<file path="src/rtl/baud_tick_gen.sv">
// Reloading baud divider with oversample sub-counter for the SPART TX/RX path.
// Optional phase realign input enabled by defining BAUD_TICK_RESYNC_EN.
module baud_tick_gen #(
  parameter int WIDTH      = 16,
  parameter int OVERSAMPLE = 16,
  localparam int SUB_W = (OVERSAMPLE > 1) ? $clog2(OVERSAMPLE) : 1
) (
  input  logic             clk,
  input  logic             rst,
  input  logic             en,
  input  logic             load,
  input  logic [WIDTH-1:0] div_buf,
`ifdef BAUD_TICK_RESYNC_EN
  input  logic             resync,
`endif
  output logic [WIDTH-1:0] count_out,
  output logic [SUB_W-1:0] sub_count,
  output logic             tick,
  output logic             bit_tick
);

  localparam logic [SUB_W-1:0] SUB_MAX  = SUB_W'(OVERSAMPLE - 1);
  localparam logic [SUB_W-1:0] SUB_HALF = SUB_W'(OVERSAMPLE / 2);

  logic [WIDTH-1:0] div_q, div_d;
  logic [WIDTH-1:0] cnt_q, cnt_d;
  logic [SUB_W-1:0] sub_q, sub_d;
  logic             tick_q, tick_d;
  logic             bit_q, bit_d;
  logic             resync_w;

`ifdef BAUD_TICK_RESYNC_EN
  assign resync_w = resync;
`else
  assign resync_w = 1'b0;
`endif

  always_comb begin
    div_d  = div_q;
    cnt_d  = cnt_q;
    sub_d  = sub_q;
    tick_d = 1'b0;
    bit_d  = 1'b0;
    if (load) begin
      div_d = div_buf;
      cnt_d = div_buf;
      sub_d = '0;
    end else if (resync_w) begin
      // Realign so the next bit tick lands at mid-bit
      cnt_d = div_q;
      sub_d = SUB_HALF;
    end else if (en) begin
      if (cnt_q != '0) begin
        cnt_d = cnt_q - WIDTH'(1);
      end else begin
        cnt_d  = div_q;
        tick_d = 1'b1;
        if (sub_q == SUB_MAX) begin
          sub_d = '0;
          bit_d = 1'b1;
        end else begin
          sub_d = sub_q + SUB_W'(1);
        end
      end
    end
  end

  always_ff @(posedge clk) begin
    if (rst) begin
      div_q  <= '0;
      cnt_q  <= '0;
      sub_q  <= '0;
      tick_q <= 1'b0;
      bit_q  <= 1'b0;
    end else begin
      div_q  <= div_d;
      cnt_q  <= cnt_d;
      sub_q  <= sub_d;
      tick_q <= tick_d;
      bit_q  <= bit_d;
    end
  end

  assign count_out = cnt_q;
  assign sub_count = sub_q;
  assign tick      = tick_q;
  assign bit_tick  = bit_q;

endmodule

</file>
<file path="config.mk">
export PLATFORM = sky130hd
export DESIGN_NAME = baud_tick_gen
export DESIGN_NICKNAME = d
export VERILOG_FILES = /design/src/rtl/baud_tick_gen.sv
export SDC_FILE = /design/constraint.sdc
export NUM_CORES = 1
export LEC_CHECK = 0
export CAP_MARGIN = 5
export CORE_MARGIN = 1.5
export CORE_UTILIZATION = 45
export DETAILED_ROUTE_END_ITERATION = 8
export GPL_TIMING_DRIVEN = 0
export PLACE_DENSITY = 0.73
export REMOVE_ABC_BUFFERS = 1
export SYNTH_ARGS = -nofsm -noshare
export SYNTH_HDL_FRONTEND = slang
export SYNTH_SLANG_ARGS = --single-unit
</file>
<file path="constraint.sdc">
create_clock -name clk -period 1.7 [get_ports clk]
set_input_delay 0.255 -clock clk [delete_from_list [all_inputs] [get_ports clk]]
set_output_delay 0.255 -clock clk [all_outputs]
set_load 0.005 [all_outputs]
</file>
[After elaboration in Yosys (flattened, before gate mapping)]
Cells that the tools add are included.
Word-level totals
  input bits: 20
  register bits: 38
  word-level logic and storage cells: 22
Operators by class
  bitwise logic cells: 2
  equality and inequality tests: 1
  reductions and logical operators: 6
  mux-type cells: 6
  add/subtract/negate cells: 2
Operators with widths (count)
  $mux W16: 3
  $reduce_bool A16 Y1: 1
  $sub A16 B1 Y16 const B: 1
  $add A4 B1 Y4 const B: 1
  $eq A4 B4 Y1 const B: 1
  $mux W4: 1
  $reduce_or A4 Y1: 1
  $reduce_or A3 Y1: 1
  $mux W1: 2
  $not A1 Y1: 2
  $reduce_and A2 Y1: 1
  $reduce_bool A2 Y1: 1
  $reduce_or A2 Y1: 1

[Logic depth before layout (Yosys ltp)]
  depth after elaboration: 4
  depth in mapped cells: 8
  gate-level depth less buffers: 6

[Least setup slack after synthesis]
Ideal clock, no wire load.
  path type: flip-flop to flip-flop
  from: register cnt_q[0], in the netlist count_out[0]
  to: register cnt_q[1], in the netlist count_out[1]
  clock period less this slack: 1.877 ns
  slack: -0.177 ns
  stages on the path, launching flop included: 9
  setup time: 0.136 ns
  data required time: 1.564 ns
  data arrival time: 1.742 ns
  cells stage by stage: dfxtp_1 inv_1 ha_1 clkbuf_1 nor3b_1 nand4_2 buf_2 nor2_1 o32ai_2
Between the ends
  cells in the longest elaborated chain, start to end: 4
  elaborated cells on any way between the ends: 5
  classes of those cells: add/sub: 1; mux: 3; reduce/logical: 1
RTL lines
  from (decl): RTL line 26  | logic [WIDTH-1:0] cnt_q, cnt_d;
  from (signal assigned): RTL line 77  | cnt_q <= cnt_d;
  $sub A16 B1 Y16 or $reduce_bool A16 Y1 (tied branches): RTL line 54, 53
  $mux W16 *: RTL line 53  | if (cnt_q != '0) begin
  $mux W16 *: RTL line 52  | end else if (en) begin
  $mux W16 *: RTL line 44  | if (load) begin
Mark *: on every way between the ends. The rest lies on a longest branch, timed or not. The select of a mux whose other input is x is not followed.
A chain may end at the register's enable or synchronous reset.

[Worst setup path in the final report]
  from: register cnt_q[6], in the netlist count_out[6]
  to: register cnt_q[6], in the netlist count_out[6]
Same word-level chain as after synthesis.

==> results.ini <==
[status]
status = finished clean

[yosys]
syn_inst = 244
synth-seq-cells = 38
synth-edff-count = 0
synth.distinct_cells = 54
netlist_area_um2 = 2098
avgSynthCellArea_um2 = 8.599
synth_most_common_cell = dfxtp_1
synth_flop_cell = dfxtp_1
synth_largest_area_cell = dfxtp_1
synth_warnings = 0
synth_top_area_share_pct = 36.26
synthArstFlopShare_pct = 0
ys_seq_area_share_pct = 36.26
synthTopCellsByCount = dfxtp_1 (38), nor2_1 (31), mux2i_1 (15)
ys_top_cells_by_area = dfxtp_1 (36%), mux2i_1 (7.2%), nor2_1 (5.5%)

[floorplanning]
initial_core_util_pct = 47.53
die_h_um = 71.29
dieWidth_um = 71.29
rows = 24
io-pin-count = 42
design.core.area_um2 = 4414
dieArea_um2 = 5082

[placed_design]
dp_hpwl_mm = 3.330
dp_slack_ns = -1.592
postPlaceCellArea_um2 = 2487
port_buffers = 41
place_congestion = 0.8380

[global_route]
grt_overflow = 0
grt_first_pass_wirelength_mm = 8.611
track_usage_pct = 20.95
first_global_vias = 1781
antenna_found_initial = 0
grt_max_degree = 39

[cts]
cts_tree = done
clock_latency_ns = 0.29
ctsHoldBuffers = 0
clock-sinks = 38
root_buffer = clkbuf_8
clock_path_buffers = 2
clk_pin_slew_ns = 0.07
numCtsBuffers = 5
h-tree-depth = 2

[power]
p_int_uw = 1695
clock_power_share_pct = 26.1
switching_share_pct = 31.40
p_seq_share_pct = 42.3
p_leak_uw = 0.001107
finalPower_uw = 2471
peakVddDrop_mv = 0.4980
power_frac_comb_pct = 31.6
switchingPower_uw = 775.9
power.density_nw_per_um2 = 849.4

[critical_path]
cp.required_ns = 1.90
path_buf_inv = 1
r2r_slack_ns = 0.004
reg2reg_depth = 5
slowest_delay_ns = 0.53
cp_top_family = simple AND/OR/NAND/NOR gates
cp_slowest_cell = or4b_1
cp-start-kind = register
endpoint_kind = register
cp-startpoint = count_out[6]$_SDFFE_PP0P_
worstSetupPathType = register to register
r2r-start = count_out[6]$_SDFFE_PP0P_
path_cells = nor4_4 -> buf_4 -> and4_1 -> or4b_1 -> a311oi_2
worstPathMaxFanout = 7
cp.depth = 5
cp.arrival_ns = 1.90
worstReg2RegEnd = count_out[6]$_SDFFE_PP0P_
setup.worst_path.end = count_out[6]$_SDFFE_PP0P_

[timing]
fin_crit_sh_pct = 99.75
timing.final.ws_setup_ns = 0.004328
fin_crit_ns = 1.696
rsz0062_at_grt = true
skew_ns = 0.004165
tightest_slew_ns = 0.8625
clock.fmax_ghz = 0.5897
setup_viol = 0
slew_viol_final = 0
slew_headroom_pct = 42.50
finalHoldViolations = 0

[routing]
drc = 0
drtPass1Iterations = 5
wirelength_mm = 5.623
vias = 2153
first_iter_violations = 198
ant_nets = 0
wl_per_cell_um = 16.02
via_per_inst = 6.134

[finish]
synthToLayoutAreaGrowth_pct = 38.64
post-route-util_pct = 65.90
final_layout_size_suffix_gt1_share_pct = 24.41
layout.nets = 321
stdcell_area_um2 = 2909
n_antenna_cell = 0
fill_cells = 373

[flow_run]
drv_cap = 0

[min_path]
min-delay-start = div_q[15]$_SDFFE_PP0P_
min_path_cells = 2
hold_path_class = register to register

worst register-to-register path, delay by kind of cell, from the launching register on:
family / cells / cell delay, ns
buffers and inverters: 1 / 0.16
AO/OA/AOI/OAI: 1 / 0.19
AND/OR/NAND/NOR: 3 / 0.83
flip-flops: 1 / 0.43
per-layer routing:
layer / GRT usage [%] / vias up / wire length, um
met1: 29.60 / 1036 / 2585
met4: 6.289 / 0 / 100
met5: 0 / - / 0
met2: 33.02 / 72 / 2677
met3: 3.376 / 11 / 259
li1: - / 1034 / -
cells by family (layout without fill, tap and decap cells):
family,count (synthesis),count (layout),share of synthesized area [%]
flops,38,38,36.26
mux,15,15,7.155
compound gates,73,73,25.17
fa+ha+maj,3,3,1.789
buf+inv,26,81,5.128
xor+xnor,3,3,1.252
simple gates,86,86,23.26
power groups by stage:
stage               registers (uW)  clock network [uW]  logic (uW)
floorplan                     1040                   0         347
global placement              1060                   0         564
detailed placement            1060                   0         567
CTS                           1050                 654         684
global route                  1050                 696         838
finish                        1050                 644         780
final cells by class:
cell class | count | area [um2] | area share, %
Multi-Input combinational cell | 180 | 1326 | 45.59
Sequential cell | 38 | 795.8 | 27.35
Timing Repair Buffer | 66 | 599.3 | 20.60
Clock buffer | 7 | 86.33 | 2.968
Tap cell | 52 | 65.06 | 2.237
Inverter | 7 | 31.28 | 1.075
Clock inverter | 1 | 5.005 | 0.1720
timing repair:
action,4_1_cts,5_1_grt
pin swaps,3,11
setup buffers,15,10
cloned,0,0
resized for setup,33,22
setup endpoints to repair,22,17
registers in the layout (all words and copies together), names as in the netlist:
register and count:
tick 1, count_out 16, sub_count 4, bit_tick 1, div_q 16
through the flow:
step | setup TNS [ns] | instances | hold WS, ns
2_1_floorplan | -2.558 | 225 | 0.3241
6_report | 0 | 351 | 0.4605
3_3_place_gp | -36.06 | 318 | 0.4456
3_5_place_dp | -24.82 | 318 | 0.4498
5_1_grt | -0.1565 | 351 | 0.5041
4_1_cts | 0 | 341 | 0.4624
cell usage in the layout, fill, tap and decap left out, drive strengths merged, types with 4 or more instances in the layout:
cell,netlist,final
clkdlybuf4s50,0,38
dfxtp,38,38
a22oi,12,12
buf,10,27
nor2,31,31
nand2,12,12
o22ai,4,4
o32ai,5,5
nand4,4,4
nand3,11,11
mux2i,15,15
o21a,4,4
clkbuf,9,8
inv,7,7
o21ai,8,8
nor4,4,4
o21bai,4,4
a21oi,13,13
nor3,5,5
worst min path at each step:
| stage | endpoint |
|---|---|
| finish | div_q[15]$_SDFFE_PP0P_ |
| global route | div_q[15]$_SDFFE_PP0P_ |
| CTS | div_q[15]$_SDFFE_PP0P_ |
| detailed placement | div_q[15]$_SDFFE_PP0P_ |
| global placement | div_q[15]$_SDFFE_PP0P_ |
| floorplan | div_q[15]$_SDFFE_PP0P_ |
(Power assumes the default switching activity.)
